**src/rtl/xillyusb_speedtest.sv**
```systemverilog
// Speed-test pattern source (read stream) and checker (write stream) for XillyUSB.
// Both sides share one counter/LFSR pattern generator definition.
module xillyusb_speedtest #(
    parameter int ERR_W = 16
) (
    input  logic             bus_clk,
    input  logic             bus_rst,
    input  logic             quiesce,
    input  logic             user_r_read_32_rden,
    input  logic             user_r_read_32_open,
    output logic [31:0]      user_r_read_32_data,
    output logic             user_r_read_32_empty,
    output logic             user_r_read_32_eof,
    input  logic             user_w_write_32_wren,
    input  logic             user_w_write_32_open,
    input  logic [31:0]      user_w_write_32_data,
    output logic             user_w_write_32_full,
    input  logic             pattern_sel,
    input  logic [31:0]      word_limit,
    output logic [ERR_W-1:0] err_count,
    output logic [31:0]      words_checked,
    output logic             first_err
);

    typedef enum logic [1:0] {
        S_IDLE = 2'd0,
        S_RUN  = 2'd1,
        S_DONE = 2'd2
    } state_t;

    function automatic logic [31:0] pat_seed(input logic sel);
        pat_seed = sel ? 32'h0000_0001 : 32'h0000_0000;
    endfunction

    function automatic logic [31:0] pat_next(input logic sel, input logic [31:0] cur);
        if (sel) begin
            pat_next = {cur[30:0], cur[31] ^ cur[21] ^ cur[1] ^ cur[0]};
        end else begin
            pat_next = cur + 32'd1;
        end
    endfunction

    state_t            state_q, state_d;
    logic [31:0]       gen_q, gen_d;
    logic [31:0]       cnt_q, cnt_d;
    logic [31:0]       limit_q, limit_d;
    logic              rsel_q, rsel_d;
    logic [31:0]       data_q, data_d;
    logic              empty_q, empty_d;
    logic              eof_q, eof_d;

    logic              wr_open_q;
    logic              wsel_q, wsel_d;
    logic [31:0]       exp_q, exp_d;
    logic [ERR_W-1:0]  err_q, err_d;
    logic [31:0]       words_q, words_d;
    logic              first_q, first_d;
    logic              full_q;

    logic              rd_open_s, wr_open_s, rd_fire_s;

    assign rd_open_s = user_r_read_32_open & ~quiesce;
    assign wr_open_s = user_w_write_32_open & ~quiesce;

    // Source FSM next state; empty/eof follow the state with one register stage.
    always_comb begin
        state_d   = state_q;
        gen_d     = gen_q;
        cnt_d     = cnt_q;
        limit_d   = limit_q;
        rsel_d    = rsel_q;
        data_d    = data_q;
        rd_fire_s = (state_q == S_RUN) && !empty_q && user_r_read_32_rden && rd_open_s;
        empty_d   = (state_q != S_RUN);
        eof_d     = (state_q == S_DONE);
        if (!rd_open_s) begin
            state_d = S_IDLE;
        end else begin
            case (state_q)
                S_IDLE: begin
                    state_d = S_RUN;
                    rsel_d  = pattern_sel;
                    limit_d = word_limit;
                    gen_d   = pat_seed(pattern_sel);
                    cnt_d   = 32'd0;
                end
                S_RUN: begin
                    if (rd_fire_s) begin
                        data_d = gen_q;
                        gen_d  = pat_next(rsel_q, gen_q);
                        cnt_d  = cnt_q + 32'd1;
                        if ((limit_q != 32'd0) && (cnt_d == limit_q)) begin
                            state_d = S_DONE;
                        end else begin
                            state_d = S_RUN;
                        end
                    end else begin
                        state_d = S_RUN;
                    end
                end
                S_DONE:  state_d = S_DONE;
                default: state_d = S_IDLE;
            endcase
        end
    end

    // Sink: open edge restarts the check; a mismatch resyncs so one bad word counts once.
    always_comb begin
        wsel_d  = wsel_q;
        exp_d   = exp_q;
        err_d   = err_q;
        words_d = words_q;
        first_d = first_q;
        if (wr_open_s && !wr_open_q) begin
            wsel_d  = pattern_sel;
            exp_d   = pat_seed(pattern_sel);
            err_d   = {ERR_W{1'b0}};
            words_d = 32'd0;
            first_d = 1'b0;
        end else begin
            wsel_d  = wsel_q;
        end
        if (wr_open_s && user_w_write_32_wren) begin
            words_d = words_d + 32'd1;
            if (user_w_write_32_data == exp_d) begin
                exp_d = pat_next(wsel_d, exp_d);
            end else begin
                exp_d   = pat_next(wsel_d, user_w_write_32_data);
                first_d = 1'b1;
                if (err_d != {ERR_W{1'b1}}) begin
                    err_d = err_d + ERR_W'(1'b1);
                end else begin
                    err_d = err_d;
                end
            end
        end else begin
            words_d = words_d;
        end
    end

    // State registers with synchronous reset.
    always_ff @(posedge bus_clk) begin
        if (bus_rst) begin
            state_q   <= S_IDLE;
            gen_q     <= 32'h0000_0000;
            cnt_q     <= 32'd0;
            limit_q   <= 32'd0;
            rsel_q    <= 1'b0;
            data_q    <= 32'd0;
            empty_q   <= 1'b1;
            eof_q     <= 1'b0;
            wr_open_q <= 1'b0;
            wsel_q    <= 1'b0;
            exp_q     <= 32'h0000_0000;
            err_q     <= {ERR_W{1'b0}};
            words_q   <= 32'd0;
            first_q   <= 1'b0;
            full_q    <= 1'b1;
        end else begin
            state_q   <= state_d;
            gen_q     <= gen_d;
            cnt_q     <= cnt_d;
            limit_q   <= limit_d;
            rsel_q    <= rsel_d;
            data_q    <= data_d;
            empty_q   <= empty_d;
            eof_q     <= eof_d;
            wr_open_q <= wr_open_s;
            wsel_q    <= wsel_d;
            exp_q     <= exp_d;
            err_q     <= err_d;
            words_q   <= words_d;
            first_q   <= first_d;
            full_q    <= ~wr_open_s;
        end
    end

    assign user_r_read_32_data  = data_q;
    assign user_r_read_32_empty = empty_q;
    assign user_r_read_32_eof   = eof_q;
    assign user_w_write_32_full = full_q;
    assign err_count            = err_q;
    assign words_checked        = words_q;
    assign first_err            = first_q;

endmodule

```
**config.mk**
```make
export PLATFORM = sky130hd
export DESIGN_NAME = xillyusb_speedtest
export DESIGN_NICKNAME = d
export VERILOG_FILES = /design/src/rtl/xillyusb_speedtest.sv
export SDC_FILE = /design/constraint.sdc
export NUM_CORES = 1
export LEC_CHECK = 0
export CAP_MARGIN = 20
export CORE_ASPECT_RATIO = 2
export CORE_UTILIZATION = 39
export CTS_BUF_LIST = sky130_fd_sc_hd__clkbuf_8
export CTS_CLUSTER_SIZE = 30
export DETAILED_ROUTE_END_ITERATION = 10
export MAX_ROUTING_LAYER = met4
export PLACE_DENSITY_LB_ADDON = 0.15
export SLEW_MARGIN = 10
export SYNTH_ARGS = -nofsm -noshare
export SYNTH_HDL_FRONTEND = slang
export SYNTH_SLANG_ARGS = --single-unit
```
**constraint.sdc**
```tcl
create_clock -name bus_clk -period 4.51 [get_ports bus_clk]
set_input_delay 0.902 -clock bus_clk [delete_from_list [all_inputs] [get_ports bus_clk]]
set_output_delay 0.902 -clock bus_clk [all_outputs]
set_load 0.01 [all_outputs]
```
==> summary.md, run 1 <==
| Metric | Value |
|---|---|
| Switch Pwr | `1.18 mW` |
| CTS resizes | `0` |
| Drt first pass iters | `6` |
| Mapped Avg Cell Area | `about 7.2 µm²` |
| Cell Rows | `94` |
| Synthesis-to-finish area growth | `20.6%` |
| CP cell instances | `clkdlybuf4s50_1, nor3b_4, buf_4, nor2_1, o32ai_1, buf_4, nand2_1, nor3_1, buf_4, and2_1, buf_4, nand2_1, a311oi_1` |
| Largest stage delay on the critical path | `approximately 550 ps` |
| R2r endpoint | `state_q[0]$_SDFF_PP0_` |
| Via count | `13902` |
| Placed inst area | `15000 µm²` |
| Nets | `1977` |
| Post-route cell area | `15600 µm²` |
| Slack of the worst reg-to-reg path | `roughly 820 ps` |
| Total Power | `~4.1 mW` |
| Pins Over Slew Limit | `0` |
| Power per Cell Area | `roughly 260 nW/µm²` |
| ANT nets after route | `0` |
| Post-Place Cells | `2294` |
| Worst min-delay path startpoint | `user_r_read_32_data[17]$_SDFFE_PP0P_` |
| Fmax | `248 MHz` |
| Fin cells | `~2400` |
| Final setup margin | `474 ps` |
| Clock buffer depth | `3` |
| Placement Setup Slack | `-11.2 ps` |
| Slew @ Worst Pin | `roughly 900 ps` |
| Number of buffers created by CTS | `35` |
| Crit path max-delay cell type | `clkdlybuf4s50_1` |
| Dominant cells by area after synthesis | `dfxtp_1 34%, nand2_1 8.3%, a21oi_1 7.3%, nor2_1 5.2%, xnor2_1 4.3%` |
| Max cap viols | `0` |
| CP Buf/Inv Count | `5` |
| Final setup viols | `0` |
| I/O Pins | `roughly 160` |
| Fillers | `~3400` |
| Top cell type by total area after synthesis | `dfxtp_1` |
| Static Leak | `approximately 5.1 nW` |
| HPWL after detailed placement | `36200 µm` |
| Final Core Density | `0.476` |
| Die Height | `around 260 µm` |
| Hold EP | `user_r_read_32_data[17]$_SDFFE_PP0P_` |
| R2R depth | `9` |
| Critical path arrival | `~4500 ps` |
| Most frequent cells after synthesis | `287 x nand2_1, 217 x dfxtp_1, 188 x a21oi_1, 180 x nor2_1, 116 x clkbuf_1` |
| Pin count of the biggest net entering global routing | `120` |
| Cells after Synth | `1793` |
| Worst-Skew Late Latency | `approximately 560 ps` |
| Switching share of power | `0.285` |
| Sequential share of power | `0.479` |
| GRT Util Overall | `0.299` |
| Most used cell, CP | `buf_4` |
| Die W | `131 µm` |
| Post-synth top area share | `0.335` |
| IO Port Bufs | `155` |
| Sequential area share after synthesis | `0.335` |
| Clock slew at reported path FFs | `70 ps` |
| Final Hold Vio Count | `0` |
| Global-route wire length before repair | `around 75000 µm` |
| Ys flop type | `dfxtp_1` |
| Distinct cells, synth | `81` |
| CP max FO | `34` |
| Launch point of the worst reg-to-reg path | `cnt_q[0]$_SDFFE_PP0P_` |
| Synth Warn # | `0` |
| P_int | `2.96 mW` |
| Via density | `between 5 and 6` |
| Synth Register Bits | `around 220` |
| Dominant cell by count in the synthesized netlist | `nand2_1` |
| CTS Hold Buffers Added | `0` |
| Initial core utilization | `0.395` |
| Worst Setup End Kind | `flip-flop` |
| Sum Neg Setup Slack | `0 ps` |
| Rel. slew slack | `0.395` |
| H-tree Lvls | `2` |
| Async SR Flop Fraction | `0` |
| Layout cells sized above 1 | `0.0724` |
| Tmin final | `a little over 4000 ps` |
| DR WL/cell | `about 21 µm` |
| WS Path Type | `in -> reg` |
| Status | `finished clean` |
| CTS tree | `yes` |
| Clk_skew | `approximately 20 ps` |
| Net Count, Synth | `about 1900` |
| Worst hold stages | `2` |
| Synth Cell Area | `between 10000 and 15000 µm²` |
| Comb pwr share | `0.118` |
| Crit share post-route | `0.895` |
| Clk Tree Root Cell | `clkbuf_8` |
| Clock net sink count | `around 220` |
| Maximum vdd drop | `0.186 mV` |
| EDFF count, synth | `0` |
| Critical path's top delay family | `buffers and inverters` |
| Hold_ws | `around 450 ps` |
| DRT Wirelength | `49400 µm` |
| Die area | `~34000 µm²` |
| Final Wtd Congestion | `about 1.0` |
| Crit start category | `primary input` |
| Antenna violations before repair | `1` |
| HP Class | `reg -> reg` |
| Area of the core | `32800 µm²` |
| Starting DRT DRC Count | `892` |
| Req. time, crit path | `4980 ps` |
| Grt ovf | `0` |
| RSZ-0062 raised after global routing | `no` |
| Clock power share | `0.403` |
| Residual DRC | `0` |
| Vias in the first global route | `roughly 13000` |
| Post-CTS Setup Bufs | `0` |
[per-layer routing]
layer / GRT usage / vias to the layer above / part of all wire / routed length, µm
met5: - / - / 0 / 0
met4: 0.216 / 0 / 0.076 / 3750
met3: 0.0405 / 178 / 0.040 / 1960
met2: 0.555 / 489 / 0.55 / 26900
met1: 0.270 / 6618 / 0.34 / 16700
li1: - / 6617 / - / -
[cell usage in the layout (no fill, tap or decap), drive strengths merged, types with 8 or more instances in the layout]
cell type      count
nand3             77
o32ai              9
a2111oi            9
nand2            287
dfxtp            217
clkbuf            41
nor2             180
and2              15
or3               18
a32oi             12
or4               13
nor4              33
clkdlybuf4s50    154
a31oi             21
a22oi             22
o31ai             11
o21ai             99
buf               62
nand4             44
xnor2             64
and4              14
o211ai            15
nand2b             9
a211oi            13
mux2i             17
nor3              39
and3              17
xor2              41
a311oi            10
or2                8
inv               52
o22ai             13
a21oi            188
[flip-flops by register name, indices dropped and copies added, names as in the netlist]
signal                flops
err_count                16
exp_q                    32
cnt_q                    32
user_r_read_32_eof        1
wsel_q                    1
words_checked            32
limit_q                  32
wr_open_q                 1
rsel_q                    1
first_err                 1
state_q                   2
user_w_write_32_full      1
user_r_read_32_data      32
gen_q                    32
user_r_read_32_empty      1
[worst reg2reg max path: stages (launching register included)]
cell and delay, ps:
dfxtp_1 450, ha_1 360, nand4_1 320, or3_1 590, nor4_1 690, xnor2_1 230, nand2_1 80, nor4_1 350
nand4_1 250, nor4b_2 230
[worst max path at each step]
| stage | slack [ps] | cells after the start | start | end |
|---|---|---|---|---|
| 2_1_floorplan | 450 | 13 | user_w_write_32_open | exp_q[16]$_SDFF_PP0_ |
| 3_3_place_gp | 50 | 13 | quiesce | exp_q[20]$_SDFF_PP0_ |
| 3_5_place_dp | -10 | 13 | quiesce | exp_q[20]$_SDFF_PP0_ |
| 4_1_cts | 560 | 13 | quiesce | exp_q[18]$_SDFF_PP0_ |
| 5_1_grt | 380 | 13 | user_w_write_32_open | exp_q[18]$_SDFF_PP0_ |
| 6_report | 470 | 13 | user_w_write_32_open | exp_q[20]$_SDFF_PP0_ |
[cell families after synthesis]
kind of cell,Yosys count,share of synthesized area
AO/OA/AOI/OAI,468,0.222
XOR/XNOR,105,0.0710
adder cells (fa/ha/maj),6,0.00579
buffers and inverters,188,0.0570
flip-flops,217,0.335
multiplexers,21,0.0166
AND/OR/NAND/NOR,788,0.292
[layout make-up]
cell class                      count  area [µm²]  share of cell area
Tap cell                          432         541              0.0346
Timing Repair Buffer              216        2050               0.131
Antenna cell                        1        2.50            0.000160
Inverter                           41         154             0.00985
Clock inverter                     18        77.6             0.00496
Multi-Input combinational cell   1388        7900               0.505
Sequential cell                   217        4340               0.278
Clock buffer                       41         564              0.0361
[power by group through the flow]
stage / registers [mW] / clock network (mW) / logic, mW
floorplan: 2.01 / 0 / 0.268
global placement: 2.02 / 0 / 0.483
detailed placement: 2.02 / 0 / 0.484
CTS: 1.98 / 1.72 / 0.486
global route: 1.98 / 1.80 / 0.524
finish: 1.98 / 1.67 / 0.488
Power figures use the tool's default switching activity.
==> run 2, diff against run 1 <==
Settings changed: SLEW_MARGIN 10 to unset.
==> results of run 2 <==
Same layout as run 1: the final DEF is identical, and so are final timing and power.
